[src/rtl/voice_sequencer.sv]
// Time-multiplexes one phase2sample datapath across NVOICES voices and averages them into a mix.
// Optional hard sync of voice phases on tick: define VSEQ_PHASE_SYNC_EN.
module voice_sequencer #(
    parameter int unsigned NVOICES = 8,
    parameter int unsigned PHASE_W = 16
) (
    input  logic                       clk,
    input  logic                       rst_n,
    input  logic                       tick,
    input  logic                       ovr_clr,
    input  logic                       cfg_we,
    input  logic [$clog2(NVOICES)-1:0] cfg_voice,
    input  logic [1:0]                 cfg_sel,
    input  logic [15:0]                cfg_data,
`ifdef VSEQ_PHASE_SYNC_EN
    input  logic [NVOICES-1:0]         phase_sync,
`endif
    output logic                       p2s_ce,
    output logic [6:0]                 p2s_phase,
    output logic [7:0]                 p2s_wfm_l,
    output logic [7:0]                 p2s_wfm_r,
    output logic [7:0]                 p2s_factor,
    input  logic [7:0]                 p2s_sample,
    output logic [7:0]                 mix_out,
    output logic                       mix_valid,
    output logic                       busy,
    output logic                       overrun
);

    localparam int unsigned VW = $clog2(NVOICES);
    localparam int unsigned SW = VW + 1;
    localparam int unsigned AW = 8 + VW;
    localparam logic [SW-1:0] LastVoice = SW'(NVOICES - 1);
    localparam logic [SW-1:0] FlushSlot = SW'(NVOICES);
    localparam logic [SW-1:0] FirstTerm = SW'(2);

    typedef enum logic [1:0] {StIdle, StIssue, StDrain, StDone} state_e;

    state_e state_q, state_d;
    logic [SW-1:0] slot_q, slot_d;

    logic [PHASE_W-1:0] phase_q [NVOICES];
    logic [PHASE_W-1:0] phase_d [NVOICES];
    logic [PHASE_W-1:0] inc_q   [NVOICES];
    logic [PHASE_W-1:0] inc_d   [NVOICES];
    logic [7:0]         wfm_l_q [NVOICES];
    logic [7:0]         wfm_l_d [NVOICES];
    logic [7:0]         wfm_r_q [NVOICES];
    logic [7:0]         wfm_r_d [NVOICES];
    logic [7:0]         fac_q   [NVOICES];
    logic [7:0]         fac_d   [NVOICES];
    logic [NVOICES-1:0] en_q, en_d;

    logic       p2s_ce_q, p2s_ce_d;
    logic [6:0] p2s_phase_q, p2s_phase_d;
    logic [7:0] p2s_wfm_l_q, p2s_wfm_l_d;
    logic [7:0] p2s_wfm_r_q, p2s_wfm_r_d;
    logic [7:0] p2s_fac_q, p2s_fac_d;
    logic       slot_en_q, slot_en_d;
    logic       en_p1_q, en_p1_d;
    logic       en_p2_q, en_p2_d;

    logic [AW-1:0] acc_q, acc_d;
    logic [AW-1:0] mix_sum;
    logic [7:0]    mix_q, mix_d;
    logic [7:0]    term;
    logic          mix_valid_q, mix_valid_d;
    logic          overrun_q, overrun_d;

    logic               tick_accept;
    logic               load_voice;
    logic               load_flush;
    logic [VW-1:0]      load_idx;
    logic [PHASE_W-1:0] load_base;

    assign tick_accept = (state_q == StIdle) && tick;
    assign load_voice  = tick_accept || ((state_q == StIssue) && (slot_q < LastVoice));
    assign load_flush  = (state_q == StIssue) && (slot_q == LastVoice);
    assign load_idx    = (state_q == StIdle) ? '0 : VW'(slot_q + 1'b1);

    // Hard-synced voice 0 must issue phase 0 in the same edge the sync is taken.
    always_comb begin
        load_base = phase_q[load_idx];
`ifdef VSEQ_PHASE_SYNC_EN
        if (tick_accept && phase_sync[0]) begin
            load_base = '0;
        end
`endif
    end

    always_comb begin
        state_d = state_q;
        slot_d  = slot_q;
        unique case (state_q)
            StIdle: begin
                if (tick) begin
                    state_d = StIssue;
                    slot_d  = '0;
                end
            end
            StIssue: begin
                if (slot_q == FlushSlot) begin
                    state_d = StDrain;
                end else begin
                    slot_d = slot_q + 1'b1;
                end
            end
            StDrain: state_d = StDone;
            StDone:  state_d = StIdle;
            default: state_d = StIdle;
        endcase
    end

    always_comb begin
        for (int v = 0; v < int'(NVOICES); v++) begin
            inc_d[v]   = inc_q[v];
            wfm_l_d[v] = wfm_l_q[v];
            wfm_r_d[v] = wfm_r_q[v];
            fac_d[v]   = fac_q[v];
        end
        en_d = en_q;
        if (cfg_we) begin
            case (cfg_sel)
                2'd0: inc_d[cfg_voice] = PHASE_W'(cfg_data);
                2'd1: begin
                    wfm_l_d[cfg_voice] = cfg_data[7:0];
                    wfm_r_d[cfg_voice] = cfg_data[15:8];
                end
                2'd2: begin
                    fac_d[cfg_voice] = cfg_data[7:0];
                    en_d[cfg_voice]  = cfg_data[8];
                end
                default: ;
            endcase
        end
    end

    // The phase advances on the edge that latches its slot outputs, so a config
    // write landing during the slot cycle only affects the next frame.
    always_comb begin
        for (int v = 0; v < int'(NVOICES); v++) begin
            phase_d[v] = phase_q[v];
        end
`ifdef VSEQ_PHASE_SYNC_EN
        if (tick_accept) begin
            for (int v = 0; v < int'(NVOICES); v++) begin
                if (phase_sync[v]) begin
                    phase_d[v] = '0;
                end
            end
        end
`endif
        if (load_voice && en_q[load_idx]) begin
            phase_d[load_idx] = load_base + inc_q[load_idx];
        end
    end

    always_comb begin
        p2s_ce_d    = load_voice || load_flush;
        p2s_phase_d = '0;
        p2s_wfm_l_d = '0;
        p2s_wfm_r_d = '0;
        p2s_fac_d   = '0;
        slot_en_d   = 1'b0;
        if (load_voice) begin
            p2s_phase_d = load_base[PHASE_W-1 -: 7];
            p2s_wfm_l_d = wfm_l_q[load_idx];
            p2s_wfm_r_d = wfm_r_q[load_idx];
            p2s_fac_d   = fac_q[load_idx];
            slot_en_d   = en_q[load_idx];
        end
        en_p1_d = slot_en_q;
        en_p2_d = en_p1_q;
    end

    // en_p2_q lines up with the datapath's two-ce latency.
    assign term    = en_p2_q ? p2s_sample : 8'd128;
    assign mix_sum = acc_q + AW'(term);

    always_comb begin
        acc_d       = acc_q;
        mix_d       = mix_q;
        mix_valid_d = (state_q == StDrain);
        if (tick_accept) begin
            acc_d = '0;
        end else if ((state_q == StIssue) && (slot_q >= FirstTerm)) begin
            acc_d = mix_sum;
        end
        if (state_q == StDrain) begin
            mix_d = 8'(mix_sum >> VW);
        end
        if (tick && (state_q != StIdle)) begin
            overrun_d = 1'b1;
        end else if (ovr_clr) begin
            overrun_d = 1'b0;
        end else begin
            overrun_d = overrun_q;
        end
    end

    always_ff @(posedge clk or negedge rst_n) begin
        if (!rst_n) begin
            state_q     <= StIdle;
            slot_q      <= '0;
            en_q        <= '0;
            p2s_ce_q    <= 1'b0;
            p2s_phase_q <= '0;
            p2s_wfm_l_q <= '0;
            p2s_wfm_r_q <= '0;
            p2s_fac_q   <= '0;
            slot_en_q   <= 1'b0;
            en_p1_q     <= 1'b0;
            en_p2_q     <= 1'b0;
            acc_q       <= '0;
            mix_q       <= '0;
            mix_valid_q <= 1'b0;
            overrun_q   <= 1'b0;
            for (int v = 0; v < int'(NVOICES); v++) begin
                phase_q[v] <= '0;
                inc_q[v]   <= '0;
                wfm_l_q[v] <= '0;
                wfm_r_q[v] <= '0;
                fac_q[v]   <= '0;
            end
        end else begin
            state_q     <= state_d;
            slot_q      <= slot_d;
            en_q        <= en_d;
            p2s_ce_q    <= p2s_ce_d;
            p2s_phase_q <= p2s_phase_d;
            p2s_wfm_l_q <= p2s_wfm_l_d;
            p2s_wfm_r_q <= p2s_wfm_r_d;
            p2s_fac_q   <= p2s_fac_d;
            slot_en_q   <= slot_en_d;
            en_p1_q     <= en_p1_d;
            en_p2_q     <= en_p2_d;
            acc_q       <= acc_d;
            mix_q       <= mix_d;
            mix_valid_q <= mix_valid_d;
            overrun_q   <= overrun_d;
            for (int v = 0; v < int'(NVOICES); v++) begin
                phase_q[v] <= phase_d[v];
                inc_q[v]   <= inc_d[v];
                wfm_l_q[v] <= wfm_l_d[v];
                wfm_r_q[v] <= wfm_r_d[v];
                fac_q[v]   <= fac_d[v];
            end
        end
    end

    assign p2s_ce     = p2s_ce_q;
    assign p2s_phase  = p2s_phase_q;
    assign p2s_wfm_l  = p2s_wfm_l_q;
    assign p2s_wfm_r  = p2s_wfm_r_q;
    assign p2s_factor = p2s_fac_q;
    assign mix_out    = mix_q;
    assign mix_valid  = mix_valid_q;
    assign busy       = (state_q != StIdle);
    assign overrun    = overrun_q;

endmodule

[config.mk]
export PLATFORM = sky130hd
export DESIGN_NAME = voice_sequencer
export DESIGN_NICKNAME = d
export VERILOG_FILES = /design/src/rtl/voice_sequencer.sv
export SDC_FILE = /design/constraint.sdc
export NUM_CORES = 1
export LEC_CHECK = 0
export CORE_ASPECT_RATIO = 0.8
export CORE_MARGIN = 4
export CORE_UTILIZATION = 45
export DETAILED_ROUTE_END_ITERATION = 8
export DONT_BUFFER_PORTS = 1
export HOLD_SLACK_MARGIN = 0.08
export SYNTH_ARGS = -nofsm -noshare
export SYNTH_HDL_FRONTEND = slang
export SYNTH_SLANG_ARGS = --single-unit
[constraint.sdc]
create_clock -name clk -period 9.9 [get_ports clk]
set_input_delay 0.99 -clock clk [delete_from_list [all_inputs] [get_ports clk]]
set_output_delay 0.99 -clock clk [all_outputs]
set_load 0.1 [all_outputs]
Word level (Yosys, flattened, before mapping):

Cells that the tools add are included.

* flip-flop bits (word level): 518
* input bits: 34
* output and inout port bits: 43

* add/subtract/negate cells: 3
* $lt $le $gt $ge: 9
* equality and inequality tests: 10
* mux-type cells: 48
* bitwise gates (word level): 2
* reductions and logical operators: 22

Operators by type and width (count)
* 128-bit bitwise mux: 2
* 64-bit bitwise mux: 3
* 16-bit binary-select mux with 3-bit select: 2
* 16-bit demux with 3-bit select: 2
* 16-bit two-way mux: 6
* 8-bit two-way mux: 11
* 8-bit binary-select mux with 3-bit select: 3
* 8-bit demux with 3-bit select: 1
* 11-bit two-way mux: 2
* 16-bit adder: 1
* 11-bit by 8-bit adder with 11-bit output: 1
* 1-bit logical AND: 9
* 8-bit bitwise mux: 1
* 4-bit >= comparator, second input constant: 2
* 3-bit by 4-bit < comparator with 1-bit output, second input constant: 2
* 4-bit by 1-bit < comparator with 1-bit output, second input constant: 2
* 4-bit two-way mux: 2
* 3-bit inverter with 4-bit output: 2
* 2-bit one-hot mux with 4 select lines: 1
* 4-bit one-hot mux with 2 select lines: 1
* 2-bit AND reduction: 4
* 2-bit nonzero test: 4
* 7-bit two-way mux: 1
* 2-bit == test, second input constant: 3
* other kinds (16): 26

Longest topological paths before layout:

Gate-level depths: netlist of the first run.

* depth after elaboration: 8
* mapped depth: 22
* depth with buffers taken out: 18

Worst setup path before layout of the first run:

OpenSTA, ideal clock, no wires.

* path type: register to register
* start point: register slot_q[0]
* end point: register phase_q[108] in the netlist's numbering
* arrival: 4697 ps
* setup slack: 5053 ps
* cell stages (with the launch flop): 23
* path buffers: 6
* cell sequence: dfrtp_1 buf_6 clkbuf_1 inv_1 clkbuf_1 ha_1 buf_2 or3_1 or2_1 clkbuf_1 buf_2 o22ai_1 a21oi_1 o221a_2 ha_1 fa_1 a21oi_1 o21ai_0 a21o_1 a21oi_1 nor2b_1 o21ai_1 a41oi_1

* word-level cells in the longest chain between the ends: 8
* elaborated cells between the ends (all ways): 22
* classes of those cells: add/sub (2); order compare (3); mux (12); bitwise (1); reduce/logical (4)

RTL lines
* start, declared: line 40 `logic [SW-1:0] slot_q, slot_d;`
* start signal, assigned: line 227 `slot_q <= slot_d;`
* 4-bit by 1-bit adder with 4-bit output
* 3-bit two-way mux: line 79 `assign load_idx = (state_q == StIdle) ? '0 : VW'(slot_q + 1'b1);`
* 3-bit inverter with 4-bit output (implied by the code): line 83, 154
* 16-bit binary-select mux with 3-bit select (tied with other cells): line 83 `load_base = phase_q[load_idx];`
* 16-bit two-way mux (implied by the code) (tied with other cells): line 83
* 16-bit two-way mux (on tied branches): line 83, 154
* 16-bit adder or 16-bit demux with 3-bit select (tied branches): line 154 `phase_d[load_idx] = load_base + inc_q[load_idx];`
* 128-bit bitwise mux: line 154
* end signal, assigned by index: line 242 `phase_q[v] <= phase_d[v];`
* end, declared: line 42 `logic [PHASE_W-1:0] phase_q [NVOICES];`

Parallel ways exist; a longest one is shown, timed or not. The select of a mux whose other input is x is not followed.
A chain may end at the register's enable or synchronous reset.

Worst setup path in the final report of the first run:

* start point: register slot_q[0]
* end point: register phase_q[125] in the netlist's numbering

The elaborated chain is that of the path after synthesis.

==> results.cfg, run 1 <==
[die]
dieArea_sq_um = 55900
initial_core_utilization_pct = 45.8
core_area_sq_um = 51300
fp-row-count = 74
die_height_um = 212
chipWidth_um = 263
floorplan.io_pins = 77

[clocking]
tritoncts = yes
worstSkewPairLatency_ns = 0.61
clock_path_buffers = 3
worst_setup_hold_path_clk_slew_ns = 0.06
post_cts_hold_buffers = 1
postCtsResizedCells = 0
htree_levels = 2
tritoncts.num_buffers = 52
cts-root-buf = clkbuf_16
cts_setup_buffers = 0
clock_sinks = 518

[critical_path]
worst-endpoint-arrival_ns = 7.11
worst_reg2reg_path_length_in_cells = 17
critPathLaunchType = flip-flop
endpoint_kind = flip-flop
worstPathRequired_ns = 10.43
worst_path_largest_cell_delay_ns = 0.87
crit_slowest_cell = nand2_1
worstPathCellList = inv_1 -> ha_1 -> nand2_1 -> nor2_1 -> nand2_2 -> buf_4 -> o22ai_1 -> a21oi_1 -> o221a_2 -> ha_1 -> a21o_1 -> a21oi_1 -> nor4_1 -> o311ai_1 -> nor2_1 -> nor4_2 -> mux2_2
criticalPathCategory = reg -> reg
path_max_fanout = 41

[sta]
report.final.hold_viol_count = 0
post-route-period-util_pct = 66.4
worstMarginPinSlew_ns = 1.14
finalMaxSlewViolations = 0
setup_tns_ns = 0
period_minus_slack_ns = 6.58
grt_setup_unrepaired = false
clock_skew_after_layout_ns = 0.0193
max_freq_ghz = 0.152
report.final.setup_viol = 0
max_slew_margin_pct = 23.9

[global_routing]
grt_pass1_vias = 15900
grt_usage_pct = 21.4
antenna_violations_before_repair = 2
grt_overflow_total = 0
grt_first_pass_wirelength_um = 94800
grt_start_max_net_pins = 450

[place]
routability_congestion_estimate_from_global_placement = 0.842
count_of_buffers_from_port_buffering = 0
placedInstanceArea_sq_um = 24000
hpwl_um = 35700

[routing]
route.detailed.wl_per_inst_um = 22.7
detail_route.iter0.violations = 1124
route.antenna.remaining_nets = 0
detail_route.wirelength_um = 59500
drt_pre_antenna_iters = 5
via_count = 15400
avgViaCountPerCell = 5.87
post-route-drc-count = 0

[synth]
synth-edff-count = 0
ys_ff_latch = 518
syn_inst = 1943
ys_warn_count = 0
async_s_r_ff_share_synth_pct = 100
yosysSeqAreaShare_pct = 55.2
mappedNetlistNets = 2009
synth_flop_cell = dfrtp_1
synthesized_cell_area_sq_um = 23500
synth_area_per_cell_sq_um = 12.1
synth_cell_types = 69

[worst_hold_path]
kind_of_path_behind_the_tightest_hold_check = in -> async

[layout]
design_area_sq_um = 25900
finish.net_count = 1961
layout-drive-gt1-share_pct = 27.0
mostFrequentLayoutCells = dfrtp_1, mux2_2, nand2_1
final.fill_count = 4504
most_common_cell_after_layout_fill_and_taps_aside = dfrtp_1
layout-area-overhead-vs-synth_pct = 10.1

[flow_run]
drv.max_cap_violation_count = 0

[run_status]
outcome = completed
## final timing paths
kind | startpoint | endpoint | slack [ns]
max | slot_q[0] | phase_q[125] | 3.32
min | rst_n | fac_q[36] | 0.12
max reg2reg | slot_q[0] | phase_q[125] | 3.32
min reg2reg | en_p1_q | en_p2_q | 0.35
max in group asynchronous | rst_n | phase_q[93] | 8.88
min in group clk | en_p1_q | en_p2_q | 0.35
## final cells by class
| cell class | instances | area, sq um | share of cell area (%) |
|---|---|---|---|
| tap | 684 | 856 | 3.31 |
| clock inverter | 16 | 235 | 0.910 |
| inverter | 27 | 104 | 0.402 |
| sequential | 518 | 13000 | 50.1 |
| timing repair buffer | 28 | 230 | 0.891 |
| antenna | 2 | 5.00 | 0.0194 |
| multi-input combinational | 1268 | 9920 | 38.4 |
| clock buffer | 77 | 1540 | 5.94 |
## through the flow
| stage | instances | worst slack, ns | hold WS [ns] | utilization, % |
|---|---|---|---|---|
| global route | 2618 | 2.89 | 0.0822 | 50.4 |
| global placement | 2524 | 3.54 | 0.334 | 46.9 |
| CTS | 2618 | 3.40 | 0.0841 | 50.4 |
| detailed placement | 2524 | 3.44 | 0.335 | 46.9 |
| finish | 2620 | 3.32 | 0.117 | 50.4 |
| floorplan | 1943 | 5.05 | 0.331 | - |
## kinds of logic (layout without fill, tap and decap cells)
family / after synthesis / in the layout / synth area share, %
other: 0 / 2 / 0
muxes: 464 / 464 / 22.1
xor gates and xnor gates: 22 / 22 / 0.933
DFF: 518 / 518 / 55.2
and+or+nand+nor: 435 / 435 / 8.48
buffers and inverters: 157 / 148 / 2.75
AOI/OAI and AO/OA: 315 / 315 / 8.76
adders and majority gates: 32 / 32 / 1.77
## state kept, by name (all words and copies together), names as in the netlist, 2 cells and up
| name | count |
|---|---|
| p2s_wfm_r | 8 |
| wfm_r_q | 64 |
| p2s_factor | 8 |
| acc_q | 11 |
| fac_q | 64 |
| state_q | 2 |
| phase_q | 128 |
| p2s_phase | 7 |
| en_q | 8 |
| mix_out | 8 |
| p2s_wfm_l | 8 |
| slot_q | 4 |
| inc_q | 128 |
| wfm_l_q | 64 |
## critical path: cells and delay by family, from the launching register on
family | cells | cell delay, ns
AOI/OAI and AO/OA | 6 | 1.64
muxes | 1 | 0.28
and+or+nand+nor | 6 | 2.02
DFF | 1 | 0.86
buffers and inverters | 2 | 0.95
adders and majority gates | 2 | 0.74
## layer usage
| metal | GRT usage (%) | vias up | routed length (um) |
|---|---|---|---|
| li1 | - | 6933 | - |
| met1 | 31.6 | 7981 | 28300 |
| met2 | 33.1 | 371 | 26400 |
| met3 | 3.99 | 85 | 3560 |
| met4 | 5.36 | 0 | 1200 |
| met5 | 0 | - | 0 |
## synthesized netlist by cell type (4+ instances only)
master    number  area share, %
a221oi_1       4           0.15
dfrtp_1      518             55
nor2_1        71            1.1
nand3_1       42           0.90
o21ai_1       16           0.34
or3_1          4           0.11
ha_1          30            1.6
o31ai_1        5           0.16
nor3b_1        5           0.16
a21boi_0       4           0.13
o221ai_1      29            1.1
inv_1         25           0.40
o211ai_1       7           0.22
a211oi_1       5           0.16
a41oi_1        4           0.15
mux2i_1       46            2.0
nand3b_1       6           0.19
xnor2_1       15           0.56
and3_1         4           0.11
nor4_1        27           0.72
buf_6          4           0.19
nand4_1        5           0.13
and2_1        14           0.37
clkbuf_1     104            1.7
a31oi_1       27           0.72
o21ai_0       64            1.4
nand2_1      200            3.2
buf_1          7           0.11
o22ai_1       45            1.2
xor2_1         5           0.19
nor3_1        32           0.68
buf_2         13           0.28
nor2b_1        8           0.21
mux2_2       371             18
a21o_1         7           0.22
mux2_1        45            2.2
o221a_2       18           0.86
nand2b_1       6           0.16
a21oi_1       62            1.3
Power of run 1 is left out: the tool's default activity adds up to more than one toggle a clock period on the data nets, which glitch-free logic cannot reach.
==> run 2, diff against run 1 <==
==> constraint.sdc (replaced) <==
create_clock -name clk -period 5.9 [get_ports clk]
set_input_delay 0.59 -clock clk [delete_from_list [all_inputs] [get_ports clk]]
set_output_delay 0.59 -clock clk [all_outputs]
set_load 0.1 [all_outputs]
==> results.cfg, run 2 (same netlist as run 1, synthesis figures left out) <==
[clocking]
postCtsResizedCells = 0
worst_setup_hold_path_clk_slew_ns = 0.06
cts-root-buf = clkbuf_16
tritoncts = yes
htree_levels = 2
tritoncts.num_buffers = 53
clock_path_buffers = 3
clock_sinks = 518
worstSkewPairLatency_ns = 0.60
cts_setup_buffers = 0

[layout]
layout.cells.non_filler = 2630
final.fill_count = 4496
layout-drive-gt1-share_pct = 27.4
layout-area-overhead-vs-synth_pct = 10.4
finish.net_count = 1974
layout_top_registers = inc_q (128), phase_q (128)
most_common_cell_after_layout_fill_and_taps_aside = dfrtp_1
insertedDiodeCount = 0
mostFrequentLayoutCells = dfrtp_1, mux2_2, nand2_1

[sta]
period_minus_slack_ns = 5.04
max_slew_margin_pct = -56.8
setup_tns_ns = 0
max_freq_ghz = 0.198
clock_skew_after_layout_ns = 0.0195
report.final.hold_viol_count = 162
post-route-period-util_pct = 85.5
worstMarginPinSlew_ns = 2.35
finalMaxSlewViolations = 284
grt_setup_unrepaired = false
report.final.setup_viol = 0
finalHoldWorstSlack_ns = -0.314

[critical_path]
worst_reg2reg_path_length_in_cells = 16
path_max_fanout = 37
worstPathRequired_ns = 6.42
setup_slack_of_the_most_critical_reg_to_reg_path_ns = 0.86
startpoint = slot_q[0]
crit-reg2reg-capture = phase_q[27]
r2r-start = slot_q[0]
criticalPathCategory = reg -> reg
critPathLaunchType = flip-flop
endpoint_kind = flip-flop
worst-endpoint-arrival_ns = 5.57

[run_status]
violations = negative hold slack, max-slew violations
outcome = finished with violations

[die]
die_height_um = 212
floorplan.io_pins = 77
chipWidth_um = 263
fp-row-count = 74
dieArea_sq_um = 55900
core_area_sq_um = 51300
initial_core_utilization_pct = 45.8

[global_routing]
antenna_violations_before_repair = 4
gr-usage-met2_pct = 33.5
grt_first_pass_wirelength_um = 94900
grt.busiest_layer = met2
grt_usage_pct = 21.5
grt_start_max_net_pins = 519
grt_pass1_vias = 15800
global_routing_usage_on_met1_pct = 32.2
grt_util_met3_pct = 3.27
grt_overflow_total = 0

[place]
count_of_buffers_from_port_buffering = 0
hpwl_um = 37000
place.detailed.instances = 2537
routability_congestion_estimate_from_global_placement = 0.810

[routing]
detail_route.wirelength_um = 60000
via_count = 15500
detail_route.iter0.violations = 1194
post-route-drc-count = 0
route.antenna.remaining_nets = 0
route.detailed.wl_per_inst_um = 22.8
avgViaCountPerCell = 5.88
drt_pre_antenna_iters = 5

[flow_run]
drv.max_cap_violation_count = 0

[worst_hold_path]
kind_of_path_behind_the_tightest_hold_check = in -> async
-- run 2: cell type report --
class                           count  area (sq um)  area share (%)
Tap cell                          684           856            3.30
Multi-Input combinational cell   1268          9920            38.3
Inverter                           27           104           0.401
Clock buffer                       84          1630            6.31
Timing Repair Buffer               40           313            1.21
Sequential cell                   518         13000            50.1
Clock inverter                      9           109           0.420
-- run 2: critical path, stage by stage, from the launching register on --
cell and delay (ns):
dfrtp_2 0.46, ha_1 0.35, xnor2_2 0.28, buf_4 0.51, nand2_1 0.34, buf_4 0.36, o22ai_1 0.17, a21oi_1 0.06
o221a_2 0.15, ha_1 0.20, a21oi_1 0.23, nor2_1 0.08, o21ba_2 0.21, o311ai_1 0.59, nand2_1 0.14, xor2_1 0.53
mux2_2 0.27
-- run 2: routing by layer --
metal	share of wire, %	routed length, um	up-vias
met5	0	0	-
met4	1.7	1040	0
met3	5.0	3000	82
met2	44	26600	371
met1	49	29300	8067
li1	-	-	6951
-- run 2: worst max-delay path by stage --
stage,end,slack (ns),depth (start not counted)
2_1_floorplan,phase_q[108],1.05,22
3_3_place_gp,phase_q[127],1.0,15
3_5_place_dp,phase_q[43],0.89,16
4_1_cts,phase_q[27],0.88,16
5_1_grt,phase_q[125],0.50,15
6_report,phase_q[27],0.86,16
-- run 2: per-stage QoR --
stage               utilization, %  hold slack, ns  worst slack, ns  cell area [sq um]
floorplan                        -           0.294             1.05              23500
global placement              47.1           0.314            0.996              24200
detailed placement            47.1           0.316            0.889              24200
CTS                           50.5          -0.333            0.877              25900
global route                  50.5          -0.342            0.503              25900
finish                        50.5          -0.314            0.857              25900
Power of run 2 is left out for the same reason.
==> run 3, diff against run 2 <==
--- a/config.mk
+++ b/config.mk
@@ -11,6 +11,7 @@
 export DETAILED_ROUTE_END_ITERATION = 8
 export DONT_BUFFER_PORTS = 1
 export HOLD_SLACK_MARGIN = 0.08
+export SETUP_SLACK_MARGIN = 0.3
 export SYNTH_ARGS = -nofsm -noshare
 export SYNTH_HDL_FRONTEND = slang
 export SYNTH_SLANG_ARGS = --single-unit
==> results of run 3 <==
The final DEF is identical to that of run 2; final timing and power are the same.
Power of run 3 is left out for the same reason.
